==> config.mk <==
export PLATFORM = sky130hd
export DESIGN_NAME = dtm_dmi
export DESIGN_NICKNAME = d
export VERILOG_FILES = /design/src/rtl/dtm_pkg.sv /design/src/rtl/dtm_dmi.sv
export SDC_FILE = /design/constraint.sdc
export NUM_CORES = 1
export LEC_CHECK = 0
export BUFFER_PORTS_ARGS = -buffer_cell sky130_fd_sc_hd__buf_4
export CAP_MARGIN = 40
export CORE_MARGIN = 2
export CORE_UTILIZATION = 54
export CTS_BUF_LIST = sky130_fd_sc_hd__clkbuf_16
export DETAILED_ROUTE_END_ITERATION = 8
export PLACE_DENSITY = 0.78
export SYNTH_ARGS = -nofsm -noshare
export SYNTH_HDL_FRONTEND = slang
export SYNTH_SLANG_ARGS = --single-unit
==> constraint.sdc <==
create_clock -name i_tck -period 2.3 [get_ports i_tck]
set_clock_uncertainty 0.1 [all_clocks]
set_input_delay 0.69 -clock i_tck [delete_from_list [all_inputs] [get_ports i_tck]]
set_output_delay 0.69 -clock i_tck [all_outputs]
set_load 0.02 [all_outputs]
==> src/rtl/dtm_pkg.sv <==
// Shared DTM definitions: DMI op/status encodings, the DMI access FSM states,
// and a small op decode helper used by dtm_dmi (and dtmcs for the status codes).
package dtm_pkg;

    localparam logic [1:0] DMI_OP_NOP    = 2'd0;
    localparam logic [1:0] DMI_OP_READ   = 2'd1;
    localparam logic [1:0] DMI_OP_WRITE  = 2'd2;

    localparam logic [1:0] DMI_ST_OK     = 2'd0;
    localparam logic [1:0] DMI_ST_FAILED = 2'd2;
    localparam logic [1:0] DMI_ST_BUSY   = 2'd3;

    typedef enum logic [1:0] {
        IDLE = 2'd0,
        REQ  = 2'd1,
        WAIT = 2'd2
    } dmi_state_t;

    function automatic logic is_access_op(input logic [1:0] op);
        return (op == DMI_OP_READ) || (op == DMI_OP_WRITE);
    endfunction

endpackage

==> src/rtl/dtm_dmi.sv <==
// JTAG DMI access register: shifts {addr, data, op}, launches Debug Module
// requests on Update-DR and reports sticky busy/failed status back to the host.
module dtm_dmi
    import dtm_pkg::*;
#(
    parameter int ABITS = 7
) (
    input  logic             i_tck,
    input  logic             i_trst_n,
    input  logic             i_capture,
    input  logic             i_shift,
    input  logic             i_update,
    input  logic             i_tdi,
    output logic             o_tdo,
    input  logic             i_dtm_reset,
    input  logic             i_dtm_clear_sticky,
    output logic [1:0]       o_dmi_op,
    output logic             o_req_valid,
    input  logic             i_req_ready,
    output logic [ABITS-1:0] o_req_addr,
    output logic [31:0]      o_req_data,
    output logic [1:0]       o_req_op,
    input  logic             i_rsp_valid,
    input  logic [31:0]      i_rsp_data,
    input  logic [1:0]       i_rsp_op
);

    localparam int SW = ABITS + 34;

    logic [SW-1:0]    shift_q, shift_d;
    logic [ABITS-1:0] addr_q, addr_d;
    logic [31:0]      data_q, data_d;
    logic [31:0]      req_data_q, req_data_d;
    logic [1:0]       req_op_q, req_op_d;
    logic [1:0]       sticky_q, sticky_d;
    dmi_state_t       state_q, state_d;
    logic             tdo_q;

    logic [1:0]       chain_op;
    logic [31:0]      chain_data;
    logic [ABITS-1:0] chain_addr;
    logic             busy;

    assign chain_op   = shift_q[1:0];
    assign chain_data = shift_q[33:2];
    assign chain_addr = shift_q[SW-1:34];
    assign busy       = (state_q != IDLE);

    always_comb begin
        shift_d    = shift_q;
        addr_d     = addr_q;
        data_d     = data_q;
        req_data_d = req_data_q;
        req_op_d   = req_op_q;
        sticky_d   = sticky_q;
        state_d    = state_q;

        if (i_dtm_reset) begin
            // Abandon any outstanding request; a late response then finds IDLE and is dropped.
            state_d  = IDLE;
            sticky_d = DMI_ST_OK;
        end else begin
            case (state_q)
                REQ: begin
                    if (i_req_ready) begin
                        state_d = WAIT;
                    end
                end
                WAIT: begin
                    if (i_rsp_valid) begin
                        state_d = IDLE;
                        data_d  = i_rsp_data;
                        if ((i_rsp_op != DMI_ST_OK) && (sticky_q == DMI_ST_OK)) begin
                            sticky_d = i_rsp_op;
                        end
                    end
                end
                default: ;
            endcase

            // Host activity while a request is in flight is a busy error, and it sticks.
            if (i_capture) begin
                shift_d = {addr_q, data_q, (busy ? DMI_ST_BUSY : sticky_q)};
                if (busy) begin
                    sticky_d = DMI_ST_BUSY;
                end
            end else if (i_shift) begin
                shift_d = {i_tdi, shift_q[SW-1:1]};
            end else if (i_update) begin
                if (busy) begin
                    sticky_d = DMI_ST_BUSY;
                end else if ((sticky_q == DMI_ST_OK) && is_access_op(chain_op)) begin
                    addr_d     = chain_addr;
                    req_data_d = chain_data;
                    req_op_d   = chain_op;
                    state_d    = REQ;
                end
            end

            if (i_dtm_clear_sticky) begin
                sticky_d = DMI_ST_OK;
            end
        end
    end

    always_ff @(posedge i_tck or negedge i_trst_n) begin
        if (!i_trst_n) begin
            shift_q    <= '0;
            addr_q     <= '0;
            data_q     <= '0;
            req_data_q <= '0;
            req_op_q   <= DMI_OP_NOP;
            sticky_q   <= DMI_ST_OK;
            state_q    <= IDLE;
        end else begin
            shift_q    <= shift_d;
            addr_q     <= addr_d;
            data_q     <= data_d;
            req_data_q <= req_data_d;
            req_op_q   <= req_op_d;
            sticky_q   <= sticky_d;
            state_q    <= state_d;
        end
    end

    // TDO changes on the falling edge so the host samples a settled bit on the rising edge.
    always_ff @(negedge i_tck or negedge i_trst_n) begin
        if (!i_trst_n) begin
            tdo_q <= 1'b0;
        end else begin
            tdo_q <= shift_q[0];
        end
    end

    assign o_tdo       = tdo_q;
    assign o_dmi_op    = sticky_q;
    assign o_req_valid = (state_q == REQ);
    assign o_req_addr  = addr_q;
    assign o_req_data  = req_data_q;
    assign o_req_op    = req_op_q;

endmodule

Yosys cells after proc, flatten, opt, wreduce, memory -nomap -nowiden
Cells that the tools add are included.
Word-level totals
  register bits after elaboration: 119
  bits in latches: 0
  RAM bits: 0
  bits in read-only memories: 0
  bits of input ports: 44
  output and inout port bits: 45
  logic and storage cells: 47
  memories kept: 0
Cells by class
  $add $sub $neg: 0
  $mul: 0
  div/mod/pow operators: 0
  magnitude comparators: 0
  equality and inequality tests: 4
  shift-type cells: 0
  muxes and demuxes: 21
  bitwise gates (word level): 4
  reductions and logical operators: 10
Operator list (count)
  $mux W41: 2
  $mux W2: 18
  $reduce_and A6 Y1: 1
  $reduce_bool A2 Y1: 3
  $eq A2 B1 Y1 const B: 2
  $eq A2 B2 Y1 const B: 2
  $not A1 Y1: 4
  $pmux W2 S2: 1
  $reduce_and A3 Y1: 1
  $logic_and A1 B1 Y1: 2
  $logic_not A2 Y1: 1
  $reduce_and A2 Y1: 1
  $logic_or A1 B1 Y1: 1

Longest topological paths before layout
  depth after elaboration: 11
  gate-level depth with buffers: 7
  gate-level depth less buffers: 5

==> impl_summary.md <==
Status
The run finished, with violations left. The final reports fail on negative setup slack.

GRT
The first global-routing pass estimated 15900 µm of wire. For this run, the total global-route usage over all layers was measured as approximately a fifth. Global routing used 33.6% of the available met2 tracks. In this run the most used layer during global routing was met2.

In the global route stage, met3 resource usage came out at 5.43%. The via count of the first global-routing pass was about 3200. The initial antenna violation count is 0. The largest net degree at the start of global routing is 119.

After global routing the overflow that remains totals 0. Global routing used ~27% of the available met1 tracks.

Placed design
Before CTS, the worst setup slack after placement is -133 ps. At the end of routability-driven placement, the weighted congestion stood at 0.829. Once placement finished, the instance area stood at a little under 6000 µm². The number of buffers added on ports is between 80 and 90. Summed over all nets, the half-perimeter wirelength after detailed placement is a little under 6000 µm.

Critical path
The cell count of the worst reg-to-reg path is 6. The endpoint class of the critical path is a primary output. For this run, the slowest stage of the critical path takes 390 ps. In this run the worst setup path terminates at o_tdo. The startpoint identified for the worst register-to-register timing path is state_q[1]$_DFF_PN0_. The launch point of the critical path is o_tdo$_DFF_NN0_.

Across all register-to-register paths, the minimum setup slack is around 310 ps. At the worst endpoint, the required time is ~1500 ps. The capture point of the worst reg-to-reg path is o_req_data[29]$_DFFE_PN0P_.

The cell at the slowest stage of the critical path is sky130_fd_sc_hd__dfrtn_1. The critical path startpoint category is a flop. For the worst setup path, the data arrival time is about 2000 ps. The worst setup path is of the reg -> out kind. The cell type group with the largest total delay on the critical path is flip-flops. The maximum fanout along the worst path is 1. In this run the number of cells on the critical path is 1. The buffers plus inverters on the worst setup path is 1. The critical path goes through buf_6.

Route
The routed via count is between 3000 and 4000. In this run the remaining antenna-violating nets after routing total 0. After the first detailed-routing iteration, the DRC count stood at 95. For this run, design rule violations remaining after detail routing come to 0. The first detailed-routing pass ran for 4 iterations.

Dividing the detail-routed via count by the number of cells gives between 5 and 6. Summed over all layers, the routed wires come to ~9500 µm. The post-detailed-route wirelength per cell is approximately 16 µm.

STA
The number of setup violations in the final report is 1. The total negative slack is -519 ps. The tightest hold margin is 325 ps. The remaining max-slew budget at the tightest pin is approximately three fifths. At the pin with the least slew margin, the transition time is 605 ps. The number of hold violations in the final report was 0. The worst path setup slack after routing is -519 ps. Setup repair after global routing could not meet its margin everywhere.

The count of pins over their slew limit came to 0.

Final layout
In the final layout, the share of cells above drive strength 1 is 41.3%. The post-layout instance area is between 6000 and 7000 µm². The number of diodes added for antenna fixing is 0.

The area growth from synthesis to layout is 27.8%. The most common cell after layout, fill and taps aside is sky130_fd_sc_hd__dfrtp_1. The total number of nets in the final design is about 510. Fill cells in the final layout number about 640. The library cells used most frequently in the layout, excluding fill and tap cells, are 118 x sky130_fd_sc_hd__dfrtp_1, 89 x sky130_fd_sc_hd__buf_4, 59 x sky130_fd_sc_hd__mux2_2, 43 x sky130_fd_sc_hd__o21ai_0, 42 x sky130_fd_sc_hd__nand2_1.

Power and ir drop
The static leakage power is ~3.3 nW. The clock share of power is a little over 50%. The design draws 5.12 mW. The switching fraction of total power is roughly 22%.

Dividing total power by cell area gives a power density of approximately 800 nW/µm². The fraction of power consumed by sequential logic is 43.0%. Internal power comes to about 4 mW. The net switching power is between 1 and 1.5 mW. VDD sags by at most 0.000600 V. The combinational share of power is 6.6%.

Clock tree
The clock latency at the later pin of the worst-skew pair is about 390 ps. The total setup buffers inserted after CTS is 0. The post-cts sizing count is 1. The maximum number of buffers from clock root to sink is 2. CTS saw 119 sinks. In this run, post-CTS hold repair placed 0 buffers.

After clock tree synthesis, the clock-pin slew on the worst setup and hold paths is roughly 50 ps. In this run the clock root is driven by a sky130_fd_sc_hd__clkbuf_16. The H-tree depth is 4. The TritonCTS clock tree is done. The number of clock buffers inserted by TritonCTS is 17.

Floorplanning
In this run the horizontal extent of the chip is ~100 µm. The effective utilization at floorplan is 54.8%. The floorplan step defined a die boundary enclosing ~10000 µm². The floorplan has 35 rows. The y dimension of the die is 100 µm.

For this design the top-level I/O count stands at 89. The region available for standard cell placement spans around 9100 µm².

Logic synthesis
The average instance area after synthesis is between 10 and 15 µm². The number of storage elements in the synthesis netlist is 119. Synthesis instantiated 34 different standard cells from the library. The count of flip-flops with a built-in enable after synthesis is 0. The Yosys step of the flow raised 0 warnings. In the synthesized netlist, the number of instances is around 380. The sequential share of the synthesized area is just under 60%. When the netlist entered floorplanning its net count stood at between 400 and 500. The most used flip-flop cell after synthesis is sky130_fd_sc_hd__dfrtp_1. The post-synthesis cell area is between 4000 and 5000 µm². Of all flip-flops after synthesis, the portion carrying an async set or reset was 100%.

Hold path
The kind of path behind the tightest hold check is in -> async.

Flow run
The number of max-cap violations is 0.
==> per-stage QoR <==
stage,instances,util (%)
detailed placement,559,63.5
global route,591,70.0
finish,591,70.0
floorplan,376,-
CTS,591,70.0
global placement,559,63.5
==> synthesized netlist by cell type, drive strengths merged, types with 2 or more instances <==
| library cell | count | area share [%] |
|---|---|---|
| dfrtp | 118 | 59 |
| mux2 | 71 | 17 |
| o21ai | 43 | 4.3 |
| nand2 | 42 | 3.2 |
| mux2i | 39 | 7.8 |
| buf | 12 | 1.5 |
| clkbuf | 10 | 0.78 |
| inv | 5 | 0.38 |
| a21oi | 4 | 0.40 |
| ha | 3 | 0.75 |
| nand3b | 3 | 0.45 |
| nor3b | 3 | 0.45 |
| a31oi | 2 | 0.25 |
| nor2 | 2 | 0.15 |
| nor2b | 2 | 0.25 |
| o31a | 2 | 0.35 |
| o31ai | 2 | 0.30 |
==> cell type report <==
cell class | count | area, µm² | area share [%]
Sequential cell | 119 | 2980 | 46.7
Clock buffer | 17 | 425 | 6.67
Multi-Input combinational cell | 230 | 1890 | 29.7
Tap cell | 111 | 139 | 2.18
Inverter | 5 | 18.8 | 0.294
Clock inverter | 15 | 163 | 2.55
Timing Repair Buffer | 94 | 759 | 11.9
==> cell families (layout without fill, tap and decap cells) <==
logic type	Yosys count	after routing	synth area share (%)
flip-flops	119	119	59.7
multiplexers	110	110	24.6
AND/OR/NAND/NOR	59	59	5.87
AO/OA/AOI/OAI	57	57	6.30
buffers and inverters	27	131	2.61
adder cells (fa/ha/maj)	3	3	0.753
XOR/XNOR	1	1	0.176
==> how the worst min path moves through the flow <==
stage / to / startpoint / cells after the start / slack (ps)
CTS: o_req_data[26]$_DFFE_PN0P_ / i_trst_n / 2 / 350
global placement: data_q[5]$_DFFE_PN0P_ / data_q[5]$_DFFE_PN0P_ / 1 / 380
floorplan: data_q[0]$_DFFE_PN0P_ / i_trst_n / 0 / 290
detailed placement: shift_q[2]$_DFFE_PN0P_ / shift_q[2]$_DFFE_PN0P_ / 2 / 390
finish: shift_q[25]$_DFFE_PN0P_ / i_trst_n / 2 / 330
global route: shift_q[26]$_DFFE_PN0P_ / i_trst_n / 2 / 370
==> power groups by stage <==
stage	Clock (mW)	Sequential [mW]	Combinational, mW
after detailed placement	0	2.23	0.343
after floorplan	0	2.25	0.145
after CTS	2.63	2.20	0.345
final	2.58	2.20	0.339
after global placement	0	2.23	0.334
after global routing	2.73	2.20	0.373
==> layer usage <==
layer  wire [µm]  vias to the layer above
met1        4350                     1589
met4          71                        0
met5           0                        -
li1            -                     1502
met2        4800                       61
met3         293                        7
==> sequential cells by signal, indices dropped and copies added (netlist names) <==
name,count
shift_q,41
data_q,32
o_req_data,32
o_req_addr,7
o_dmi_op,2
o_req_op,2
state_q,2
o_tdo,1
No activity file was read; power rests on OpenSTA's default activity.
